**config.mk**
```make
export PLATFORM = sky130hd
export DESIGN_NAME = pipe_ctrl_unit
export DESIGN_NICKNAME = d
export VERILOG_FILES = /design/src/rtl/pipe_ctrl_unit.sv
export SDC_FILE = /design/constraint.sdc
export NUM_CORES = 1
export LEC_CHECK = 0
export ABC_AREA = 1
export CAP_MARGIN = 20
export CORE_MARGIN = 2
export CORE_UTILIZATION = 58
export CTS_CLUSTER_DIAMETER = 40
export CTS_CLUSTER_SIZE = 25
export DETAILED_ROUTE_END_ITERATION = 10
export PLACE_DENSITY = 0.87
export SYNTH_ARGS = -nofsm -noshare
export SYNTH_HDL_FRONTEND = slang
export SYNTH_SLANG_ARGS = --single-unit
```
**constraint.sdc**
```tcl
create_clock -name clk -period 3.4 [get_ports clk]
set_clock_uncertainty 0.2 [all_clocks]
set_input_delay 0.51 -clock clk [delete_from_list [all_inputs] [get_ports clk]]
set_output_delay 0.51 -clock clk [all_outputs]
set_load 0.05 [all_outputs]
```
**src/rtl/pipe_ctrl_unit.sv**
```systemverilog
// Pipeline controller for the RV32I pipeline: per-stage load enables and valid bits,
// the instruction-fetch handshake (request / held buffer / wrong-path squash), and stall/flush counters.
module pipe_ctrl_unit #(
    parameter int NUM_STAGES     = 5,
    parameter int HAZARD_STAGE   = 1,
    parameter int REDIRECT_STAGE = 2,
    parameter int CNT_W          = 32
) (
    input  logic                  clk,
    input  logic                  rst,
    input  logic                  imem_resp,
    input  logic                  dmem_busy,
    input  logic                  load_use,
    input  logic                  redirect,
    output logic                  imem_req,
    output logic                  ifbuf_ld,
    output logic                  fetch_sel,
    output logic [NUM_STAGES-1:0] stage_ld,
    output logic [NUM_STAGES-1:0] stage_valid,
    output logic [CNT_W-1:0]      stall_cycles,
    output logic [CNT_W-1:0]      flush_count
);

    typedef enum logic [1:0] {
        F_REQ    = 2'd0,
        F_HELD   = 2'd1,
        F_SQUASH = 2'd2
    } fetch_state_e;

    fetch_state_e              state_q, state_d;
    logic [NUM_STAGES-1:1]     valid_q, valid_d;
    logic [NUM_STAGES-1:0]     cur_valid;
    logic                      red, lu, hold, eff_red, acc;

    // Stage 0 always holds the PC, so only the downstream valid bits are stored.
    assign cur_valid   = {valid_q, 1'b1};
    assign stage_valid = rst ? '0 : cur_valid;

    assign red     = redirect & stage_valid[REDIRECT_STAGE];
    assign lu      = load_use & stage_valid[HAZARD_STAGE];
    assign hold    = dmem_busy | (lu & ~red);
    assign eff_red = red & ~dmem_busy;

    // NOTE: every output of a combinational block gets a default first, so no path can infer a latch.
    always_comb begin
        state_d   = state_q;
        acc       = 1'b0;
        ifbuf_ld  = 1'b0;
        imem_req  = 1'b0;
        fetch_sel = 1'b0;
        if (!rst) begin
            case (state_q)
                F_REQ: begin
                    imem_req = 1'b1;
                    if (imem_resp) begin
                        // A response arriving with a redirect is wrong-path and simply dropped.
                        if (!eff_red) begin
                            if (hold) begin
                                ifbuf_ld = 1'b1;
                                state_d  = F_HELD;
                            end else begin
                                acc = 1'b1;
                            end
                        end
                    end else if (eff_red) begin
                        state_d = F_SQUASH;
                    end
                end
                F_HELD: begin
                    fetch_sel = 1'b1;
                    if (eff_red) begin
                        state_d = F_REQ;
                    end else if (!hold) begin
                        acc     = 1'b1;
                        state_d = F_REQ;
                    end
                end
                F_SQUASH: begin
                    imem_req = 1'b1;
                    if (!eff_red && imem_resp) begin
                        state_d = F_REQ;
                    end
                end
                default: state_d = F_REQ;
            endcase
        end
    end

    always_comb begin
        stage_ld = '0;
        valid_d  = valid_q;
        if (rst || dmem_busy) begin
            stage_ld = '0;
        end else if (red) begin
            stage_ld = '1;
            for (int i = 1; i < NUM_STAGES; i++) begin
                valid_d[i] = (i > REDIRECT_STAGE) ? cur_valid[i-1] : 1'b0;
            end
        end else if (lu) begin
            // Stages up to the hazard stage hold; a bubble enters just behind it.
            for (int i = 0; i < NUM_STAGES; i++) begin
                stage_ld[i] = (i > HAZARD_STAGE);
            end
            for (int i = 1; i < NUM_STAGES; i++) begin
                if (i == HAZARD_STAGE + 1) begin
                    valid_d[i] = 1'b0;
                end else if (i > HAZARD_STAGE + 1) begin
                    valid_d[i] = cur_valid[i-1];
                end
            end
        end else begin
            stage_ld = {{(NUM_STAGES-1){1'b1}}, acc};
            for (int i = 1; i < NUM_STAGES; i++) begin
                valid_d[i] = (i == 1) ? acc : cur_valid[i-1];
            end
        end
    end

    // NOTE: sequential state uses non-blocking assignments so every register samples pre-edge values.
    always_ff @(posedge clk) begin
        if (rst) begin
            state_q      <= F_REQ;
            valid_q      <= '0;
            stall_cycles <= '0;
            flush_count  <= '0;
        end else begin
            state_q <= state_d;
            valid_q <= valid_d;
            if (!stage_ld[0] && stall_cycles != '1) begin
                stall_cycles <= stall_cycles + CNT_W'(1);
            end
            if (eff_red && flush_count != '1) begin
                flush_count <= flush_count + CNT_W'(1);
            end
        end
    end

endmodule

```
Word level (Yosys, flattened, before mapping)
Index checks and enable logic that the tools add are counted.
Widths: inputs -> output; s select.
Cells by class
  $add $sub $neg: 2
  equality and inequality tests: 10
  muxes and demuxes: 29
  bitwise logic cells: 8
  reductions and logical operators: 10
Operators by type and width (count)
  $add 32x1->32 const B: 2
  $ne 32x32->1 const B: 2
  $mux 2: 10
  $mux 1: 15
  $ne 3x3->1 const B: 4
  $mux 5: 2
  $pmux 2 s3: 1
  $reduce_and 5->1: 1
  $and 1x1->1: 4
  $ne 2x2->1 const B: 2
  $logic_and 1x1->1: 3
  $not 1->1: 3
  $eq 2x1->1 const B: 1
  $eq 2x2->1 const B: 1
  $logic_not 1->1: 2
  $logic_not 2->1: 1
  $pmux 1 s2: 1
  $reduce_and 2->1: 1
  $reduce_or 2->1: 1
  $logic_or 1x1->1: 1
  $or 1x1->1: 1
Storage, ports and cells
  register bits: 70
  output and inout bits: 77

Depth between registers and ports, before layout
Gate-level depths: netlist of the first run.
  depth after elaboration: 15
  mapped depth: 11

Worst setup path before layout of the first run
OpenSTA, ideal clock, no wires.
  path type: input-to-output
  start: in rst
  end: out stage_ld[1]
  data arrival time: 2.242 ns
  data required time: 2.690 ns
  slack: 0.448 ns
  stages on the path: 8
  path buffers: 1
  cells stage by stage: buf_2 -> nor2_4 -> nand2_1 -> nor2_4 -> inv_1 -> nand2_1 -> inv_1 -> nor2_1
Between the ends
  cells in the longest elaborated chain, start to end: 5
  elaborated cells between the ends (all ways): 7
  classes of those cells: mux (4); bitwise (2); reduce/logical (1)
Ends and longest elaborated chain
  start: declaration: RTL line 10  | input logic rst,
  $mux 5: RTL line 37  | assign stage_valid = rst ? '0 : cur_valid;
  $and 1x1->1: RTL line 40  | assign lu = load_use & stage_valid[HAZARD_STAGE];
  $mux 2: RTL line 99  | end else if (lu) begin
  $mux 2: RTL line 94  | end else if (red) begin
  $mux 5 (*): RTL line 92  | if (rst || dmem_busy) begin
  end: declaration: RTL line 18  | output logic [NUM_STAGES-1:0] stage_ld,
Mark *: on every way between the ends. The rest lies on a longest branch, timed or not.

Worst setup path in the final report of the first run
  start: in dmem_busy
  end: out stage_ld[2]
Between the ends
  cells in the longest elaborated chain, start to end: 2
Ends and longest elaborated chain
  start: declaration: RTL line 12  | input logic dmem_busy,
  $logic_or 1x1->1: RTL line 92
  $mux 5: RTL line 92
Every way passes these cells.

==> results of run 1 <==
## cells by family after synthesis
kind of cell,Yosys count,share of synthesized area [%]
fa+ha+maj,2,0.537
flops,70,30.1
xor+xnor,30,5.64
buf+inv,82,8.14
simple gates,509,46.4
compound gates,67,9.16
## worst max-delay path, stage by stage
cell             delay, ns
clkdlybuf4s50_1       0.48
nor2_4                0.22
clkdlybuf4s50_1       0.86
## layer usage
metal / GRT usage [%] / vias to the layer above
li1: - / 2523
met1: 35.6 / 2283
met2: 55.8 / 181
met3: 5.00 / 27
met4: 14.1 / 0
met5: 0 / -
## flip-flops by register name, summed over array words and instances, names as in the netlist
signal and flops:
flush_count 32, stall_cycles 32, state_q 2, valid_q 4
## area by class of cell
class	count	area share (%)
flip-flops and latches	70	24.5
inverters	60	3.94
clock inverters	7	1.27
repair buffers	88	15.6
well taps	102	2.23
multi-input cells	608	50.3
clock buffers	9	2.17
## layout by cell type, fill, tap and decap left out, types with 3 or more instances in the layout
master | synthesis | layout
nand2_1 | 285 | 285
nand4_1 | 7 | 7
nand3b_1 | 11 | 11
buf_4 | 4 | 6
dfxtp_1 | 70 | 70
xor2_1 | 17 | 17
a21oi_1 | 37 | 37
inv_1 | 58 | 58
buf_12 | 0 | 3
nand2_2 | 24 | 24
nand2_4 | 4 | 4
clkdlybuf4s50_1 | 0 | 78
nor2_2 | 4 | 4
nor2_4 | 5 | 5
nand3_1 | 40 | 40
xnor2_1 | 13 | 13
a21oi_2 | 20 | 20
o21ai_0 | 5 | 5
clkbuf_8 | 0 | 9
nor2_1 | 126 | 126
nor3_1 | 3 | 3
## stage by stage
step                      cell area (um^2)  util, %  power, mW  worst slack [ns]
after global routing                  5720     73.6       1.71             0.548
after CTS                             5720     73.6       1.66             0.623
final                                 5720     73.6       1.65             0.621
after detailed placement              5520     71.1      0.980             0.631
after floorplan                       4660        -      0.940             0.448
after global placement                5520     71.1      0.977             0.666
## worst min-delay path by stage
stage	to	slack, ns	depth (start not counted)
finish	valid_q[4]$_SDFFE_PP0P_	0.27	2
global route	valid_q[4]$_SDFFE_PP0P_	0.31	2
CTS	valid_q[4]$_SDFFE_PP0P_	0.27	2
detailed placement	valid_q[4]$_SDFFE_PP0P_	0.25	2
global placement	valid_q[4]$_SDFFE_PP0P_	0.25	2
floorplan	valid_q[4]$_SDFFE_PP0P_	0.23	2
## where the power goes
group | switching, mW | leakage (nW) | internal, mW
Combinational | 0.0892 | 1.32 | 0.0387
Sequential | 0.00811 | 0.565 | 0.826
Clock | 0.349 | 0.0956 | 0.340
==> flow_summary.ini, run 1 <==
[timing]
fmax_mhz = 360
finalCritPeriodShare_pct = 81.7
slew_violations = 0
relSlewSlack_pct = 52.4
rsz0062_at_grt = no
setup_viol = 0
hold_viol = 0
finalSetupTns_ns = 0
worstMarginPinSlew_ns = 0.714
fin_crit_ns = 2.78
holdWs_ns = 0.271

[drt]
vias = 5014
route.detailed.drc = 0
antenna_left = 0
wire_per_inst_um = 13.6
top_layer = met4
wl_mm = 12.8
wl_met1_mm = 5.24
drtPass1Iterations = 5
vias_per_cell = 5.31
met2_wirelength_mm = 6.45
drt_iter0_drc = 197
dr_wl_met3_um = 721

[setup_path]
end_kind = output pin
cp-endpoint = stage_ld[2]
crit_type = input pin to output pin
crit_required_ns = 2.69
r2r-end = stall_cycles[12]$_SDFFE_PP0P_
path_max_fanout = 7
reg2reg_depth = 10
reg2reg_slack_ns = 0.90
crit_arrival_ns = 2.07
cp-start-kind = input pin
critical_path.reg2reg.startpoint = stall_cycles[0]$_SDFFE_PP0P_
cp-startpoint = dmem_busy

[global_routing]
gr-total-overflow = 0
grt_pass1_vias = 4925
grt_use_total_pct = 30.9
grt_max_degree = 44
antenna_found_initial = 0
grt_pass1_wl_mm = 21.9

[synth]
post-synth-top-count-cell = nand2_1
synth-async-reset-ratio_pct = 0
ys_seq_elements = 70
synth_edf_count = 0
synth_cells = 760
synthTopCellsByArea = dfxtp_1 30%, nand2_1 23%, nor2_1 10%, inv_1 4.7%, nand3_1 4.3%
syn-cell-area_um2 = 4660
yosysTopAreaCell = dfxtp_1
synth.avg_cell_area_um2 = 6.13
yosysTopAreaCellShare_pct = 30.1
yosys_warnings = 0
synth_top_cells_by_count = 285 x nand2_1, 126 x nor2_1, 70 x dfxtp_1
synth_nets = 768
yosysSeqAreaShare_pct = 30.1
synth_ff_type = dfxtp_1
yosysUniqueCellTypes = 29

[clocking]
cts_tree = built
clockRootBuffer = clkbuf_8
cts_resized = 0
cts_max_level = 3
clk_latency_ns = 0.35
ctsHoldBuffers = 0
cts_setup_buffers = 0
clock-sinks = 70
clk_pin_slew_ns = 0.08
cts.path.max_buffers = 2
cts-buffers-inserted = 9

[placed_design]
io_buffers = 82
dp_hpwl_mm = 9.48
place.gp.congestion = 0.990
dp_cells = 928

[pwr]
max-vdd-ir-drop_mv = 0.190
powerDensity_nw_per_um2 = 289
cellLeakagePower_nw = 1.98

[cells_and_area]
layout.cells.non_filler = 944
final_nets = 845
fillers = 702
multi_input_area_um2 = 2880
regArea_um2 = 1400
layout-drive-gt1-share_pct = 10.1
antenna_cells = 0
area_growth_pct = 22.8

[die]
core_area_um2 = 7770
start_util_pct = 59.9
dieWidth_um = 93.6
dieArea_um2 = 8760
io_pins = 83
rows = 32
die_y_um = 93.6

[min_path]
min_from = valid_q[3]$_SDFFE_PP0P_
hold_path_class = flop to flop

[status]
status = completed

[flow_run]
drv_cap = 0
Power figures use the tool's default switching activity.
==> run 2, diff against run 1 <==
Settings changed: CORE_UTILIZATION 58 to 54, PLACE_DENSITY 0.87 to 0.82.
Clock period 3.4 ns to 2.75 ns, I/O delays scaled along.
==> flow_summary.ini, run 2 (synthesis results as in run 1) <==
[setup_path]
cp-start-kind = input pin
end_kind = output pin
reg2reg_slack_ns = 0.27
critical_path.reg2reg.startpoint = stall_cycles[0]$_SDFFE_PP0P_
crit_required_ns = 2.14
crit_type = input pin to output pin
path_max_fanout = 9
crit_arrival_ns = 1.95
r2r-end = stall_cycles[16]$_SDFFE_PP0P_
reg2reg_depth = 10
cp-startpoint = dmem_busy

[cells_and_area]
layout-drive-gt1-share_pct = 11.5
stdcell_area_um2 = 5740
layout.cells.non_filler = 948
final_nets = 847
fillers = 746
mostFrequentLayoutCells = 285 x nand2_1, 125 x nor2_1, 70 x dfxtp_1
antenna_cells = 0
area_growth_pct = 23.2
final_common_cell = nand2_1
reg.largest.list = flush_count: 32 flops, stall_cycles: 32 flops, valid_q: 4 flops

[clocking]
cts_setup_buffers = 0
cts_tree = built
cts_max_level = 3
cts_resized = 0
clock-sinks = 70
cts.path.max_buffers = 2
clockRootBuffer = clkbuf_8
clk_pin_slew_ns = 0.08
clk_latency_ns = 0.36
ctsHoldBuffers = 0
cts-buffers-inserted = 9

[die]
dieArea_um2 = 9380
start_util_pct = 56.1
rows = 33
die_y_um = 96.9
io_pins = 83
core_area_um2 = 8300
dieWidth_um = 96.9

[drt]
vias_per_cell = 5.37
drt_iter0_drc = 317
drtPass1Iterations = 5
vias = 5092
antenna_left = 0
wl_mm = 13.0
wire_per_inst_um = 13.7
route.detailed.drc = 0

[min_path]
min_from = rst
holdPathEnd = valid_q[2]$_SDFFE_PP0P_
hold_path_class = input pin to flop
worstHoldPathCells = 3

[pwr]
max-vdd-ir-drop_mv = 0.232
power_mw = 2.15
cellLeakagePower_nw = 2.02
powerDensity_nw_per_um2 = 375

[placed_design]
dpl_worst_slack_ns = -0.0573
dp_hpwl_mm = 9.73
place_area_um2 = 5520
dp_cells = 933
io_buffers = 82
place.gp.congestion = 0.976

[flow_run]
drv_cap = 0

[timing]
finalCritPeriodShare_pct = 93.4
setup_viol = 0
worst_slack_ns = 0.183
fin_crit_ns = 2.57
fmax_mhz = 390
relSlewSlack_pct = 52.4
worstMarginPinSlew_ns = 0.714
hold_viol = 0
finalSetupTns_ns = 0
rsz0062_at_grt = no
slew_violations = 0

[global_routing]
grt_pass1_vias = 4693
grt_pass1_wl_mm = 21.3
grt_max_degree = 51
antenna_found_initial = 0
grt_use_total_pct = 27.1
gr-total-overflow = 0

[status]
status = completed
==> run 2: cell types whose count changed in the layout (fill, tap and decap cells not counted), sizes merged <==
cell | previous run | this run
clkinvlp | 2 | 0
clkdlybuf4s50 | 78 | 68
buf | 10 | 22
clkbuf | 9 | 10
bufinv | 1 | 2
clkinv | 3 | 2
==> run 2: through the flow <==
stage	hold WS (ns)	utilization, %
after floorplan	0.231	-
after global placement	0.240	66.5
after detailed placement	0.255	66.5
after CTS	0.236	69.1
after global routing	0.234	69.1
final	0.240	69.1
==> run 2: area by class of cell <==
class                           count  area [um^2]  area share [%]
Clock inverter                      5         82.6            1.44
Multi-Input combinational cell    608         2880            50.2
Timing Repair Buffer               90          881            15.4
Clock buffer                       10          138            2.40
Tap cell                          105          131            2.29
Inverter                           60          225            3.93
Sequential cell                    70         1400            24.4
==> run 2: critical path: stages <==
cell and delay (ns):
clkdlybuf4s50_1 0.56, inv_1 0.08, nand2_1 0.15, o21bai_1 0.08, nand2_1 0.33, inv_1 0.16
buf_12 0.18
==> run 2: how the worst max path moves through the flow <==
| stage | cells after the start | to | slack, ns |
|---|---|---|---|
| floorplan | 7 | ifbuf_ld | 0.05 |
| global placement | 9 | stall_cycles[23]$_SDFFE_PP0P_ | 0.11 |
| detailed placement | 9 | stall_cycles[16]$_SDFFE_PP0P_ | -0.06 |
| CTS | 7 | stage_ld[0] | 0.19 |
| global route | 7 | stage_ld[0] | 0.06 |
| finish | 7 | stage_ld[0] | 0.18 |
==> run 2: layer usage <==
metal  global-route usage [%]  share of wire (%)  vias up
met1                     35.0                 44     2351
met4                     10.7                2.6        0
li1                         -                  -     2526
met5                        0                  0        -
met2                     45.4                 47      183
met3                     3.90                6.4       32
==> run 2: report_power, final <==
part | internal (mW) | switching [mW] | leakage (nW) | total [mW]
combinational | 0.0472 | 0.111 | 1.34 | 0.158
sequential | 1.02 | 0.0101 | 0.565 | 1.03
clock | 0.534 | 0.428 | 0.113 | 0.962
total | 1.60 | 0.549 | 2.02 | 2.15
